### src/rtl/down_counter_timer_ctrl.sv
// down_counter_timer_ctrl
// Programmable countdown timer sequencer: loads a start value, optionally
// prescales the clock, decrements to zero and raises a one-cycle done pulse.
// Supports pause/resume (HOLD), abort (stop) and periodic auto-reload.
//
// Command semantics: start is a single-cycle command that is accepted only
// when the controller is IDLE (busy=0); while busy it is silently dropped.
// stop and pause are levels sampled every cycle in RUN/HOLD, stop winning
// over pause, and pause winning over a prescale tick.
module down_counter_timer_ctrl #(
    parameter int WIDTH    = 4,
    parameter int PRESCALE = 1
) (
    input  logic             Clk,
    input  logic             ClrN,
    input  logic             start,
    input  logic             stop,
    input  logic             pause,
    input  logic             auto_reload,
    input  logic [WIDTH-1:0] load_val,
    output logic [WIDTH-1:0] count,
    output logic             busy,
    output logic             paused,
    output logic             done,
    output logic [1:0]       state_dbg
);

    // Prescale counter is at least one bit wide even when PRESCALE is 1.
    localparam int PW = (PRESCALE > 1) ? $clog2(PRESCALE) : 1;
    localparam logic [PW-1:0]    PS_LAST = PW'(PRESCALE - 1);
    localparam logic [PW-1:0]    PS_ONE  = PW'(1);
    localparam logic [WIDTH-1:0] CNT_ONE = WIDTH'(1);

    typedef enum logic [1:0] {
        S_IDLE = 2'd0,
        S_RUN  = 2'd1,
        S_HOLD = 2'd2
    } state_t;

    state_t          state;
    logic [PW-1:0]   ps_cnt;
    logic            tick;

    // A decrement tick fires on the last cycle of each prescale period.
    assign tick      = (ps_cnt == PS_LAST);
    assign state_dbg = state;

    // Sequencer: state, counter, prescaler and all outputs are registered here.
    always_ff @(posedge Clk or negedge ClrN) begin
        if (!ClrN) begin
            state  <= S_IDLE;
            count  <= '0;
            ps_cnt <= '0;
            busy   <= 1'b0;
            paused <= 1'b0;
            done   <= 1'b0;
        end else begin
            done <= 1'b0;
            case (state)
                S_IDLE: begin
                    if (start) begin
                        if (load_val != '0) begin
                            count  <= load_val;
                            ps_cnt <= '0;
                            state  <= S_RUN;
                            busy   <= 1'b1;
                        end else begin
                            // Zero-length timer completes immediately without going busy.
                            done  <= 1'b1;
                            count <= '0;
                        end
                    end
                end

                S_RUN: begin
                    if (stop) begin
                        state  <= S_IDLE;
                        count  <= '0;
                        ps_cnt <= '0;
                        busy   <= 1'b0;
                    end else if (pause) begin
                        // Count and prescale phase are frozen so resume loses no time.
                        state  <= S_HOLD;
                        paused <= 1'b1;
                    end else if (tick) begin
                        ps_cnt <= '0;
                        if (count > CNT_ONE) begin
                            count <= count - CNT_ONE;
                        end else begin
                            // Terminal tick: count never goes below zero.
                            done <= 1'b1;
                            if (auto_reload && (load_val != '0)) begin
                                count <= load_val;
                            end else begin
                                count <= '0;
                                state <= S_IDLE;
                                busy  <= 1'b0;
                            end
                        end
                    end else begin
                        ps_cnt <= ps_cnt + PS_ONE;
                    end
                end

                S_HOLD: begin
                    if (stop) begin
                        state  <= S_IDLE;
                        count  <= '0;
                        ps_cnt <= '0;
                        busy   <= 1'b0;
                        paused <= 1'b0;
                    end else if (!pause) begin
                        state  <= S_RUN;
                        paused <= 1'b0;
                    end
                end

                default: begin
                    state  <= S_IDLE;
                    count  <= '0;
                    ps_cnt <= '0;
                    busy   <= 1'b0;
                    paused <= 1'b0;
                end
            endcase
        end
    end

endmodule

### config.mk
export PLATFORM = sky130hd
export DESIGN_NAME = down_counter_timer_ctrl
export DESIGN_NICKNAME = d
export VERILOG_FILES = /design/src/rtl/down_counter_timer_ctrl.sv
export SDC_FILE = /design/constraint.sdc
export NUM_CORES = 1
export LEC_CHECK = 0
export ABC_AREA = 0
export CAP_MARGIN = 20
export CELL_PAD_IN_SITES_DETAIL_PLACEMENT = 2
export CELL_PAD_IN_SITES_GLOBAL_PLACEMENT = 2
export CORE_UTILIZATION = 28
export DETAILED_ROUTE_END_ITERATION = 12
export PLACE_DENSITY_LB_ADDON = 0.1
export SYNTH_ARGS = -nofsm -noshare
export SYNTH_HDL_FRONTEND = slang
export SYNTH_SLANG_ARGS = --single-unit
### constraint.sdc
create_clock -name Clk -period 4.42 [get_ports Clk]
set_clock_uncertainty 0.1 [all_clocks]
set_input_delay 1.105 -clock Clk [delete_from_list [all_inputs] [get_ports Clk]]
set_output_delay 1.105 -clock Clk [all_outputs]
set_load 0.03 [all_outputs]
* Yosys cells after proc, flatten, opt, wreduce, memory -nomap -nowiden
Cells that the tools add are included.
** Word-level totals
- Bits in registers :: 10
- Bits of input ports :: 10
- Logic and storage cells :: 79
** Operators by class
- Add/sub/neg operators :: 2
- Magnitude comparators :: 1
- Equality and inequality tests :: 15
- Multiplexer cells :: 46
- Bitwise operators :: 1
- Reduce and logical (&&, ||, !) cells :: 8
** Operators by type and width (count)
- $mux W4 :: 8
- $mux W1 :: 23
- $mux W2 :: 9
- $ne A3 B3 Y1 const B :: 5
- $ne A4 B4 Y1 const B :: 3
- $pmux W4 S3 :: 1
- $reduce_and A4 Y1 :: 3
- $ne A2 B2 Y1 const B :: 5
- $pmux W1 S3 :: 3
- $reduce_and A7 Y1 :: 1
- $pmux W2 S3 :: 1
- $reduce_and A6 Y1 :: 1
- $gt A4 B1 Y1 const B :: 1
- $reduce_bool A4 Y1 :: 1
- $sub A4 B1 Y4 const B :: 1
- $eq A2 B1 Y1 const B :: 1
- $eq A2 B2 Y1 const B :: 1
- $logic_not A2 Y1 :: 1
- $pmux W1 S2 :: 1
- $add A1 B1 Y1 const B :: 1
- $logic_and A1 B1 Y1 :: 1
- $not A1 Y1 :: 1

* Logic depth before layout (Yosys ltp)
Gate-level depths: netlist of run 1.
- Word-level depth :: 8
- Gate-level depth with buffers :: 7

* Least setup slack after synthesis of run 1
Ideal clock, no wire load.
- Kind :: input-to-reg
- From :: input stop
- To :: register busy
- Data arrival time :: 2063 ps
- Data required time :: 4199 ps
- Setup slack :: 2136 ps
- Stages :: 5
- Path through :: or3b_1 -> buf_2 -> a31oi_2 -> and3b_1 -> o22a_1
** Between the ends
- Cells in the longest elaborated chain, start to end :: 2
- Elaborated cells on any way between the ends :: 8
- Classes of those cells :: eq/ne: 5; mux: 2; reduce/logical: 1
** RTL lines
- start: declaration :: line 17 : input logic stop,
- $ne A3 B3 Y1 (no line), or another cell as far along
- $reduce_and A7 Y1 (no line) or $pmux W1 S3 (tied branches)
- end signal: assignment :: line 54 : busy <= 1'b0;
- end signal: assignment :: line 66 : busy <= 1'b1;
- end signal: assignment :: line 80 : busy <= 1'b0;
- end: declaration :: line 22 : output logic busy,
Several ways; a longest one is shown, not always the timed one.
A chain may end at the register's enable or synchronous reset.

* Worst setup path after layout of run 1
- From :: register state[1] (netlist: state_dbg[1])
- To :: output state_dbg[1]
** RTL lines
- start: declaration :: line 40 : state_t state;
- start signal: assignment :: line 51 : state <= S_IDLE;
- start signal: assignment :: line 65 : state <= S_RUN;
- start signal: assignment :: line 77 : state <= S_IDLE;
- end: declaration :: line 25 : output logic [1:0] state_dbg
No word-level cell between the ends.

==> impl_metrics.ini, run 1 <==
[outcome]
status = completed

[yosys]
yosys-top-cells-area = dfrtp_1 35%, nand2_1 4.7%, o22a_1 4.1%, a21oi_1 3.9%, ha_1 3.9%
synth_warnings = 0
ys_ff_latch = 9
syn_area_um2 = 641.9
synth_fp_nets = 83
synth_top_area_cell = dfrtp_1
syn-mean-instance-area_um2 = 9.040
ys_types = 39
synth-seq-area-share_pct = 35.09
yosys.area.top_type_share_pct = 35.09
synthCells = 71

[pwr]
p_total_mw = 0.4747
power_density_mw_per_mm2 = 553.9
peakVddDrop_uv = 222.1
p_leak_nw = 0.3476

[sta]
fin_crit_sh_pct = 63.17
hold_viol = 0
slew_viol_final = 0
totalNegativeSetupSlack_ps = 0
rsz0062_at_grt = no
max_freq_ghz = 0.3582
tightest_slew_ps = 519.5
finalWorstSetupSlack_ps = 1628
finalSetupViolCount = 0
fin_crit_ps = 2792
holdWs_ps = 400.8
slew_headroom_pct = 65.24

[setup_path]
critPathCaptureType = output port
crit_buf_inv = 1
start_kind = register
crit_type = reg -> out
crit_required_ps = 3210
critPathMaxStageDelay_ps = 750
worstPathArrival_ps = 1590
path_delay_family = buffers and inverters
critPathMaxFanout = 12
crit_chain = clkdlybuf4s50_1
cpMaxStageDelayCell = clkdlybuf4s50_1

[die]
die_w_um = 49.88
initial_utilization_pct = 31.13
num_rows = 16
core_mm2 = 0.002062
io_pins = 19
die_y_um = 49.88
die_area_mm2 = 0.002488

[place]
place_inst = 112
portBuffers = 18
globalplace.congestion = 0.7105
post-place-ws_ps = 1487
hpwl_um = 1466
dpl_cell_area_um2 = 830.8

[clock_network]
cts_resized = 0
postCtsHoldBufs = 0
htree_levels = 1
cts_post_setup_buffers_inserted = 0
clk_latency_ps = 260
cts_tree = yes
clk_pin_slew_worst_paths_ps = 60
cts_made_buffers = 3
clkSinkCount = 9
cts-root-buf = clkbuf_4
clockBufferDepth = 2

[global_routing]
antenna_found_initial = 0
grtUsageTotal_pct = 17.63
grt_max_degree = 13
grt_pass1_wl_um = 3222
grt-ovfl-total = 0
grt_pass1_vias = 656

[layout]
antennaDiodeCount = 0
seq_area_um2 = 225.2
fin_area_um2 = 857.1
layout-drive-gt1-share_pct = 7.865
fin_cells = 116
finish.net_count = 102
multiInputGateArea_um2 = 376.6
area_growth_pct = 33.53
fillCellCount = 235
utilization_pct = 41.57

[job]
drv_cap = 0

[route]
dr.pass1.iters = 2
vias = 630
ant_nets = 0
wl_per_cell_um = 16.02
wl_um = 1858
routed_via_density = 5.431
drc = 0
drt_iter0_drc = 1

[hold_path]
hold_path_class = reg -> reg
-- metal layers --
metal	GRT usage, %	wire length [um]
met1	20.97	913
met2	30.41	875
met3	6.481	58
met4	2.857	10
met5	0	0
-- final cells by class --
type,count,area share (%)
clock buffers,4,3.066
inverters,4,1.752
multi-input cells,54,43.94
flip-flops and latches,9,26.28
well taps,27,3.942
repair buffers,18,21.02
-- registers in the layout, summed over array words and instances (netlist names) --
signal	count
paused	1
busy	1
count	4
state_dbg	2
done	1
-- synthesized netlist by cell type --
cell type  n
dfrtp_1    9
nand2_1    8
a21oi_1    5
nor2_1     5
inv_1      4
o22a_1     3
buf_2      2
ha_1       2
o21ai_0    2
o32ai_1    2
a21o_1     1
a21oi_2    1
a221oi_1   1
a311oi_1   1
a31oi_1    1
a31oi_2    1
a32oi_1    1
a41o_1     1
and3b_1    1
buf_6      1
clkbuf_1   1
mux2i_1    1
nand2b_1   1
nand4_1    1
nor3_1     1
nor3b_1    1
nor4_1     1
nor4bb_1   1
o211a_1    1
o21ba_2    1
o22ai_1    1
o31ai_1    1
o32a_1     1
o41ai_1    1
or2_2      1
or3b_1     1
or4_1      1
xnor2_1    1
xor2_1     1
-- power breakdown --
group	internal, mW	switching, mW	total, mW
clock	0.0348	0.0293	0.0642
combinational	0.117	0.149	0.266
sequential	0.108	0.0366	0.145
-- placed cells by master, fill, tap and decap left out, drive strengths merged, types with 2 or more instances in the layout --
master and instances:
a21oi 6, a31oi 2, clkbuf 4, clkdlybuf4s50 18, dfrtp 9, ha 2
inv 4, nand2 8, nor2 5, o21ai 2, o22a 3, o32ai 2
-- worst paths after layout --
path / startpoint / to / slack [ps] / depth (start not counted)
min reg2reg: busy / busy / 400 / 1
min in group asynchronous: ClrN / count[0] / 1050 / 1
max reg2reg: count[0] / busy / 2430 / 6
max in group asynchronous: ClrN / state_dbg[0] / 2870 / 1
min: busy / busy / 400 / 1
max: state_dbg[1] / state_dbg[1] / 1630 / 1
-- cell families (layout without fill, tap and decap cells) --
family	Yosys count	count (layout)	synth area share (%)
DFF	9	9	35.09
adders and majority gates	2	2	3.898
xor gates and xnor gates	2	2	2.730
and+or+nand+nor	23	23	18.91
muxes	1	1	1.560
AOI/OAI and AO/OA	26	26	31.58
buffers and inverters	8	26	6.237
Note: power is estimated with default switching activity, not from simulation.
==> run 2, diff against run 1 <==
--- a/config.mk
+++ b/config.mk
@@ -9,7 +9,7 @@
 export CAP_MARGIN = 20
 export CELL_PAD_IN_SITES_DETAIL_PLACEMENT = 2
 export CELL_PAD_IN_SITES_GLOBAL_PLACEMENT = 2
-export CORE_UTILIZATION = 28
+export CORE_UTILIZATION = 26
 export DETAILED_ROUTE_END_ITERATION = 12
 export PLACE_DENSITY_LB_ADDON = 0.1
 export SYNTH_ARGS = -nofsm -noshare
==> constraint.sdc (replaced) <==
create_clock -name Clk -period 2.78 [get_ports Clk]
set_clock_uncertainty 0.1 [all_clocks]
set_input_delay 0.695 -clock Clk [delete_from_list [all_inputs] [get_ports Clk]]
set_output_delay 0.695 -clock Clk [all_outputs]
set_load 0.03 [all_outputs]
==> run 2 against run 1 <==
Against the previous run: hold slack is essentially flat; worst setup slack lost 1200 ps; sequential share of layout area hardly changed; utilization shrank 3.9 points; clock power up 64%; total power grew 59%; die area grew 7.4%; flip-flop and latch count is the same; sequential power up 59%; register-to-register slack got worse by 1600 ps; count of clock-buffer cells in the layout did not move; cell count rose by 0.86%; critical endpoint unchanged; largest power group unchanged; highest routed layer is now met3.
==> impl_metrics.ini, run 2 (synthesis results as in run 1) <==
[outcome]
status = completed

[pwr]
power_density_mw_per_mm2 = 881.2
p_int_mw = 0.4116
p_sw_mw = 0.3447
switching_share_pct = 45.58
comb_power_share_pct = 55.6
peakVddDrop_uv = 378.7
p_leak_nw = 0.3476
p_clk_share_pct = 13.8
pwr-share-seq_pct = 30.6

[layout]
largest_reg_flops = 4
area_growth_pct = 33.72
layout_common_cells = 18 x clkdlybuf4s50_1, 9 x dfrtp_1, 8 x nand2_1, 5 x nor2_1, 5 x a21oi_1
finish.net_count = 102
fillCellCount = 256
utilization_pct = 37.71
final_common_cell = clkdlybuf4s50_1
layout-drive-gt1-share_pct = 7.865
regMostFlops = count
antennaDiodeCount = 0

[setup_path]
critPathMaxFanout = 12
critPathCaptureType = output port
cpMaxStageDelayCell = clkdlybuf4s50_1
worstPathArrival_ps = 1580
crit_chain = clkdlybuf4s50_1
crit_type = reg -> out
start_kind = register
crit_buf_inv = 1
crit_required_ps = 1990
path_delay_family = buffers and inverters
critPathMaxStageDelay_ps = 740

[route]
routed_via_density = 5.402
vias = 632
ant_nets = 0
wl_um = 1984
wl_per_cell_um = 16.96
drt_iter0_drc = 8
drc = 0
dr.pass1.iters = 4

[global_routing]
grt-ovfl-total = 0
antenna_found_initial = 0
grt_use_met2_pct = 27.27
grtUsageTotal_pct = 16.84
grt_pass1_vias = 657
grt_max_degree = 13
grt-busiest-layer = met2
grt_pass1_wl_um = 3270
grt_use_met3_pct = 6.140
use_met1_pct = 22.12

[sta]
holdWs_ps = 400.4
fin_crit_ps = 2379
hold_viol = 0
rsz0062_at_grt = no
tightest_slew_ps = 503.6
totalNegativeSetupSlack_ps = 0
finalSetupViolCount = 0
fin_crit_sh_pct = 85.56
slew_viol_final = 0
max_freq_ghz = 0.4204
slew_headroom_pct = 66.30

[clock_network]
postCtsHoldBufs = 0
cts_tree = yes
cts_resized = 0
cts_post_setup_buffers_inserted = 0
clk_pin_slew_worst_paths_ps = 70
clk_latency_ps = 270
htree_levels = 1
clockBufferDepth = 2
cts_made_buffers = 3
cts-root-buf = clkbuf_4
clkSinkCount = 9

[hold_path]
hold_path_class = reg -> reg

[die]
die_y_um = 51.69
io_pins = 19
die_area_mm2 = 0.002671
die_w_um = 51.69
core_mm2 = 0.002276
initial_utilization_pct = 28.20
num_rows = 17

[place]
hpwl_um = 1480
globalplace.congestion = 0.7020
portBuffers = 18

[job]
drv_cap = 0
## run 2: cell counts in the layout (fill, tap and decap cells not counted)
No cell type changed its count.
## run 2: area by class of cell
class                   instances  area [um^2]  area share (%)
repair buffers                 18        180.2           20.99
inverters                       4        15.01           1.749
multi-input cells              54        376.6           43.88
clock buffers                   4        26.28           3.061
well taps                      28        35.03           4.082
flip-flops and latches          9        225.2           26.24
## run 2: path summary, 6_finish.rpt
kind	from	to	slack, ps	cells after the start
setup / recovery	state_dbg[1]	state_dbg[1]	400	1
hold / removal	busy	busy	400	1
setup reg to reg	count[0]	count[0]	840	6
hold reg to reg	busy	busy	400	1
max in group asynchronous	ClrN	count[1]	1630	1
min in group asynchronous	ClrN	done	630	1
## run 2: per-stage QoR
step / power [mW] / instance area (um^2) / setup WS [ps] / std cells
finish: 0.7563 / 858.3 / 401.4 / 117
floorplan: 0.5053 / 641.9 / 720.0 / 71
global placement: 0.6512 / 832.0 / 299.8 / 113
detailed placement: 0.6572 / 832.0 / 266.6 / 113
global route: 0.8128 / 858.3 / 332.5 / 117
CTS: 0.7688 / 858.3 / 391.3 / 117
## run 2: worst reg2reg max path: stages (launching register included)
cell	delay (ps)
dfrtp_1	460
inv_1	100
ha_1	250
or2_2	380
a41o_1	230
a32oi_1	190
a21oi_1	100
## run 2: power groups by stage
stage                     combinational (mW)  clock [mW]  sequential [mW]
after CTS                              0.425       0.110            0.234
after global routing                   0.455       0.118            0.239
after detailed placement               0.421           0            0.236
after floorplan                        0.212           0            0.293
after global placement                 0.418           0            0.233
final                                  0.420       0.105            0.231
## run 2: layer usage
metal  routed length, um  part of all wire [%]
met5                   0                     0
met2                 946                    48
met4                   0                     0
met1                 967                    49
met3                  70                   3.5
